File: src/rtl/hazard_scoreboard.sv
// Pipeline hazard scoreboard: tracks destination registers in EX/MEM/WB,
// raises decode stalls/flushes and selects EX operand forwarding paths.
module hz_match (
  input  logic [4:0] rs,
  input  logic       used,
  input  logic       v,
  input  logic [4:0] rd,
  output logic       hit
);
  assign hit = used & v & (rd == rs) & (rs != 5'd0);
endmodule

module hazard_scoreboard #(
  parameter int FORWARD = 1,
  parameter int CNT_W   = 16
) (
  input  logic             clk,
  input  logic             rst,
  input  logic             valid_de,
  input  logic [4:0]       rs1_de,
  input  logic [4:0]       rs2_de,
  input  logic             rs1_used_de,
  input  logic             rs2_used_de,
  input  logic [4:0]       rd_de,
  input  logic             RuWr_de,
  input  logic [1:0]       RUDataWrSrc_de,
  input  logic             br_taken_ex,
  output logic             stall_de,
  output logic             flush_de,
  output logic             bubble_ex,
  output logic [1:0]       fwdA_ex,
  output logic [1:0]       fwdB_ex,
  output logic [CNT_W-1:0] stall_count
);
  // EX keeps its sources so forwarding can be resolved against MEM/WB.
  typedef struct packed {
    logic            v;
    logic [4:0]      rd;
    logic            ld;
    logic [1:0][4:0] rs;
    logic [1:0]      used;
  } ex_ent_t;

  typedef struct packed {
    logic       v;
    logic [4:0] rd;
  } sb_ent_t;

  ex_ent_t         ex_q, ex_d;
  sb_ent_t         mem_q, wb_q;
  logic [1:0][4:0] rs_de;
  logic [1:0]      used_de;
  logic [1:0]      hit_ex, hit_mem, hit_fm, hit_fw;
  logic [1:0][1:0] fwd;
  logic            stall_raw;
  logic [CNT_W-1:0] cnt_q;

  assign rs_de   = {rs2_de, rs1_de};
  assign used_de = {rs2_used_de, rs1_used_de} & {2{valid_de}};

  for (genvar s = 0; s < 2; s++) begin : g_src
    hz_match u_de_ex  (.rs(rs_de[s]),   .used(used_de[s]),   .v(ex_q.v),  .rd(ex_q.rd),  .hit(hit_ex[s]));
    hz_match u_de_mem (.rs(rs_de[s]),   .used(used_de[s]),   .v(mem_q.v), .rd(mem_q.rd), .hit(hit_mem[s]));
    hz_match u_ex_mem (.rs(ex_q.rs[s]), .used(ex_q.used[s]), .v(mem_q.v), .rd(mem_q.rd), .hit(hit_fm[s]));
    hz_match u_ex_wb  (.rs(ex_q.rs[s]), .used(ex_q.used[s]), .v(wb_q.v),  .rd(wb_q.rd),  .hit(hit_fw[s]));
    // Built from flops only; a bubble carries used=0 and never forwards.
    assign fwd[s] = (FORWARD == 0) ? 2'b00 :
                    hit_fm[s]      ? 2'b01 :
                    hit_fw[s]      ? 2'b10 : 2'b00;
  end

  assign fwdA_ex = fwd[0];
  assign fwdB_ex = fwd[1];

  always_comb begin
    stall_raw = 1'b0;
    if (FORWARD != 0) stall_raw = (|hit_ex) & ex_q.ld;
    else              stall_raw = |(hit_ex | hit_mem);
  end

  assign stall_de  = valid_de & stall_raw & ~br_taken_ex;
  assign flush_de  = br_taken_ex;
  assign bubble_ex = stall_de | br_taken_ex;

  always_comb begin
    ex_d = '0;
    if (!bubble_ex) begin
      ex_d.v    = valid_de & RuWr_de & (rd_de != 5'd0);
      ex_d.rd   = rd_de;
      ex_d.ld   = (RUDataWrSrc_de == 2'b01);
      ex_d.rs   = rs_de;
      ex_d.used = used_de;
    end
  end

  always_ff @(posedge clk) begin
    if (rst) begin
      ex_q  <= '0;
      mem_q <= '0;
      wb_q  <= '0;
      cnt_q <= '0;
    end else begin
      ex_q  <= ex_d;
      mem_q <= '{v: ex_q.v, rd: ex_q.rd};
      wb_q  <= mem_q;
      if (stall_de && (cnt_q != {CNT_W{1'b1}})) cnt_q <= cnt_q + 1'b1;
    end
  end

  assign stall_count = cnt_q;
endmodule

File: config.mk
export PLATFORM = sky130hd
export DESIGN_NAME = hazard_scoreboard
export DESIGN_NICKNAME = d
export VERILOG_FILES = /design/src/rtl/hazard_scoreboard.sv
export SDC_FILE = /design/constraint.sdc
export NUM_CORES = 1
export LEC_CHECK = 0
export CAP_MARGIN = 20
export CORE_MARGIN = 8
export CORE_UTILIZATION = 54
export DETAILED_ROUTE_END_ITERATION = 10
export PLACE_DENSITY = 0.87
export SYNTH_ARGS = -nofsm -noshare
export SYNTH_HDL_FRONTEND = slang
export SYNTH_HIERARCHICAL = 1
export SYNTH_SLANG_ARGS = --single-unit
File: constraint.sdc
create_clock -name clk -period 5.8 [get_ports clk]
set_input_delay 0.87 -clock clk [delete_from_list [all_inputs] [get_ports clk]]
set_output_delay 0.87 -clock clk [all_outputs]
set_load 0.02 [all_outputs]
# After elaboration in Yosys (flattened, before gate mapping)
# Cells that the tools add are included.
# Widths: inputs -> output; s select.
[totals]
reg_bits = 47
latch_bits = 0
mem_bits_rw = 0
rom_bits = 0
in_bits = 24
word_cells = 58
mem_count = 0
[classes]
addsub = 1
n_mul = 0
div = 0
n_lt_le_gt_ge = 0
eq_ne = 8
shift = 0
mux = 4
bitwise = 26
n_reduce_logical = 8
[op_table]
columns = ["cell", "n"]
rows = [
  ["$eq 5x5->1", 6],
  ["$reduce_bool 5->1", 5],
  ["$and 1x1->1", 23],
  ["$add 16x1->16 const B", 1],
  ["$ne 16x16->1 const B", 1],
  ["$mux 2", 4],
  ["$reduce_or 2->1", 2],
  ["$and 2x2->2", 1],
  ["$eq 2x1->1 const B", 1],
  ["$logic_and 1x1->1", 1],
  ["$not 1->1", 1],
  ["$or 1x1->1", 1],
]

# Depth between registers and ports, before layout
[depth]
word_depth = 10
depth_mapped = 8
ltp_nobuf = 8

# Modules after synthesis
# The synthesis kept the hierarchy.
[by_module_without_submodules]
columns = ["mod", "instances", "cells_each", "area_per_inst_um2"]
rows = [
  ["hazard_scoreboard", 1, 172, 1774.2],
  ["hz_match", 6, 10, 76.3],
]

# Least setup slack after synthesis
# OpenSTA, ideal clock, no wires.
[synth_path]
kind = "input to output"
startpoint = "in rs2_de[1]"
endpoint = "out stall_de"
t_arrival_ns = 1.871
t_required_ns = 4.930
slack_ns = 3.059
stages = 6
n_path_buf = 0
cell_sequence = "xnor2_1 -> o2111ai_1 -> nor3b_2 -> o211a_4 -> nand2_1 -> inv_1"
[synth_between]
elab_chain_len = 7
word_cells_on_any_way = 8
classes_between = "eq/ne: 1; bitwise: 5; reduce/logical: 2"
[synth_rtl]
columns = ["item", "line", "rtl"]
rows = [
  ["start, declared", "21", "input logic [4:0] rs2_de,"],
  ["$eq 5x5->1", "10", "assign hit = used & v & (rd == rs) & (rs != 5'd0);"],
  ["$and 1x1->1", "10", ""],
  ["$and 1x1->1 *", "10", ""],
  ["net hit_ex[1]", "53", "logic [1:0] hit_ex, hit_mem, hit_fm, hit_fw;"],
  ["$reduce_or 2->1 *", "77", "if (FORWARD != 0) stall_raw = (|hit_ex) & ex_q.ld;"],
  ["$and 1x1->1 *", "77", ""],
  ["$and 1x1->1 * (2 in series)", "81", "assign stall_de = valid_de & stall_raw & ~br_taken_ex;"],
  ["end, declared", "28", "output logic stall_de,"],
]
# Mark *: on every way through the listed nets, which the timed path passes. The rest lies on a longest branch.

# Final worst setup path
[layout_path]
startpoint = "in valid_de"
endpoint = "out stall_de"
[layout_between]
elab_chain_len = 8
word_cells_on_any_way = 11
classes_between = "bitwise: 10; reduce/logical: 1"
[layout_rtl]
columns = ["item", "line", "rtl"]
rows = [
  ["start, declared", "19", "input logic valid_de,"],
  ["$and 2x2->2", "59", "assign used_de = {rs2_used_de, rs1_used_de} & {2{valid_de}};"],
  ["net used_de[1]", "52", "logic [1:0] used_de;"],
  ["$and 1x1->1 (3 in series)", "10", ""],
  ["net hit_ex[1]", "53", ""],
  ["$reduce_or 2->1", "77", ""],
  ["$and 1x1->1", "77", ""],
  ["$and 1x1->1 (2 in series)", "81", ""],
]
# The timed path passes the listed nets, and every way through them passes these cells.

==> impl_metrics.yaml <==
detailed_routing:
  vias: 1910
  drtAntennaViolNets: 0
  via_per_inst: 5.75
  drc: 0
  routedWlPerCell_um: 16.2
  top_layer_used: "met4"
  drt-pass1-iter-count: 4
  drt-total-wl_mm: 5.38
  dr_wl_met3_um: 236
  wl_met2_mm: 2.82
  drt_iter0_drc: 92
  drt-met1-wl_mm: 2.27
layout:
  n_antenna_cell: 0
  multi_input_area_um2: 1230
  nNetsFinal: 306
  final_common_cell: "dfxtp_1"
  nFillCells: 302
  area_growth_syn_to_layout_pct: 26.7
  seq_area_um2: 941
  drive_above_1_share: 0.0957
  final_cell_mix: "dfxtp_1, clkdlybuf4s50_1, xnor2_1"
  stdcell_area_um2: 2830
cts:
  cts_max_path_buffers: 2
  cts_htree_levels: 2
  cts_setup_buffers: 0
  cts_made_buffers: 5
  cts_tree: "built"
  cts.sinks: 47
  ctsHoldBuffers: 0
  clkLatencyLatePin_ps: 300
  cts-root-buf: "clkbuf_8"
  path_clk_slew_ps: 90
  cts_resized: 0
floorplan:
  dieWidth_um: 80.3
  start_util: 0.558
  fp-row-count: 23
  die_h_um: 80.3
  pin_count: 47
  die-area_um2: 6450
  core_um2: 4000
placed_design:
  place_congestion: 0.804
  placed_cell_area_um2: 2740
  port-buffer-count: 46
  place_hpwl_mm: 4.00
global_route:
  antenna_found_initial: 0
  grt_pass1_wl_mm: 9.06
  grt_pass1_vias: 1942
  grt_remaining_overflow: 0
  grt_usage: 0.174
  grt_max_degree: 32
setup_path:
  critPathMaxStageDelay_ps: 620
  cp-start-kind: "input port"
  crit_chain: "clkdlybuf4s50_1 -> and2_1 -> o2111ai_1 -> nor3b_2 -> o211a_4 -> nand2_1 -> inv_1 -> clkdlybuf4s50_1"
  cp-end-kind: "output pin"
  crit_top_cell: "clkdlybuf4s50_1"
  critPathKind: "in2out"
  slowest_stage: "clkdlybuf4s50_1"
  crit_fanout: 7
  cp.arrival_ps: 3140
  cp.required_ps: 4930
flow_run:
  cap_violations: 0
logic_synthesis:
  ys_seq_area_frac: 0.422
  yosysTopAreaCell: "dfxtp_1"
  ys_top_cells_by_area: "dfxtp_1, xnor2_1, and2_1"
  ys_ff_latch: 47
  syn_area_um2: 2230
  syn_inst: 232
  syn_area_per_cell_um2: 9.62
  synth-compound-area-share: 0.126
  synth-xor-area-share: 0.0942
  yosysTopAreaCellShare: 0.422
  synth-simple-area-share: 0.323
  synthAdderAreaFrac: 0.00561
  synth.distinct_cells: 39
  syn_nets: 257
  synthMuxAreaShare: 0.00504
  synth_top_family_by_area: "simple AND/OR/NAND/NOR gates"
  yosysWarnings: 6
timing:
  max_slew.worst_pin.slew_ps: 898
  timing.hold.ws_ps: 496
  fin_skew_ps: 2.79
  final-setup-viol-count: 0
  slew_headroom: 0.399
  period_needed_ps: 4010
  rsz0062_at_grt: "false"
  hold_viol: 0
  slew_violations: 0
  fmax_ghz: 0.250
  fin_crit_sh: 0.691
  fin_tns_setup_ps: 0
power_and_ir_drop:
  p_per_area_nw_per_um2: 207
  combPwrFrac: 0.093
  swShare: 0.241
  cell_internal_pwr_mw: 0.444
  switching_power_mw: 0.141
  p_seq_frac: 0.575
  p_leak_nw: 0.977
  pwr-share-clk: 0.333
  peakVddDrop_uv: 124
worst_hold_path:
  holdCritPathClass: "reg2reg"
run_status:
  outcome: "complete, no violations"
[sequential cells by signal (all words and copies together) (netlist names)]
name         cells
wb_q             6
stall_count     16
ex_q            19
mem_q            6
[cell usage after synthesis, drive strengths merged]
| master | number |
|---|---|
| or4 | 7 |
| ha | 1 |
| xnor2 | 24 |
| o31ai | 7 |
| nor4 | 7 |
| and3 | 2 |
| o211a | 1 |
| nand4 | 7 |
| o211ai | 1 |
| nor3 | 5 |
| nor3b | 6 |
| inv | 9 |
| a311oi | 1 |
| mux2 | 1 |
| o2111ai | 6 |
| dfxtp | 47 |
| nand3 | 11 |
| nor4b | 2 |
| and4b | 1 |
| nand3b | 1 |
| buf | 1 |
| and2 | 20 |
| nor2b | 15 |
| a21oi | 15 |
| nor2 | 5 |
| clkbuf | 4 |
| or3 | 5 |
| o2111a | 1 |
| o21ai | 11 |
| and4 | 2 |
| nand2 | 6 |
[final cells by class]
cell class,count,area share
clock buffer,5,0.0243
tap,50,0.0221
clock inverter,3,0.00708
sequential,47,0.333
timing repair buffer,47,0.165
multi-input combinational,171,0.437
inverter,9,0.0119
[kinds of logic after synthesis]
family | after synthesis
AOI/OAI and AO/OA | 43
xor gates and xnor gates | 24
adders and majority gates | 1
buffers and inverters | 14
DFF | 47
muxes | 1
and+or+nand+nor | 102
[final timing paths]
kind / startpoint / slack [ps] / end / depth (start not counted)
setup reg to reg: ex_q[14]$_SDFF_PP0_ / 3470 / ex_q[18]$_SDFF_PP0_ / 7
hold reg to reg: ex_q[18]$_SDFF_PP0_ / 500 / mem_q[5]$_SDFF_PP0_ / 1
hold / removal: ex_q[18]$_SDFF_PP0_ / 500 / mem_q[5]$_SDFF_PP0_ / 1
setup / recovery: valid_de / 1790 / stall_de / 8
[routing by layer]
metal  up-vias  global-route usage
met5         -                   0
met1       925               0.193
met3         7              0.0458
met2        39               0.317
li1        939                   -
met4         0              0.0491
[critical path, delay by kind of cell]
| family | cells | cell delay (ps) |
|---|---|---|
| buf+inv | 3 | 1300 |
| simple gates | 3 | 580 |
| compound gates | 2 | 380 |
[stage by stage]
| stage | power, mW | util | instances | worst slack (ps) |
|---|---|---|---|---|
| final | 0.585 | 0.707 | 332 | 1790 |
| after global routing | 0.607 | 0.707 | 332 | 1660 |
| after floorplan | 0.371 | - | 232 | 3060 |
| after CTS | 0.586 | 0.707 | 332 | 1800 |
| after detailed placement | 0.398 | 0.685 | 324 | 1800 |
| after global placement | 0.396 | 0.685 | 324 | 1900 |
[power by group through the flow]
stage | combinational (mW) | clock [mW] | sequential [mW]
global route | 0.0586 | 0.211 | 0.338
floorplan | 0.0286 | 0 | 0.342
detailed placement | 0.0538 | 0 | 0.344
CTS | 0.0544 | 0.196 | 0.336
finish | 0.0542 | 0.195 | 0.336
global placement | 0.0526 | 0 | 0.344
(Power assumes the default switching activity.)
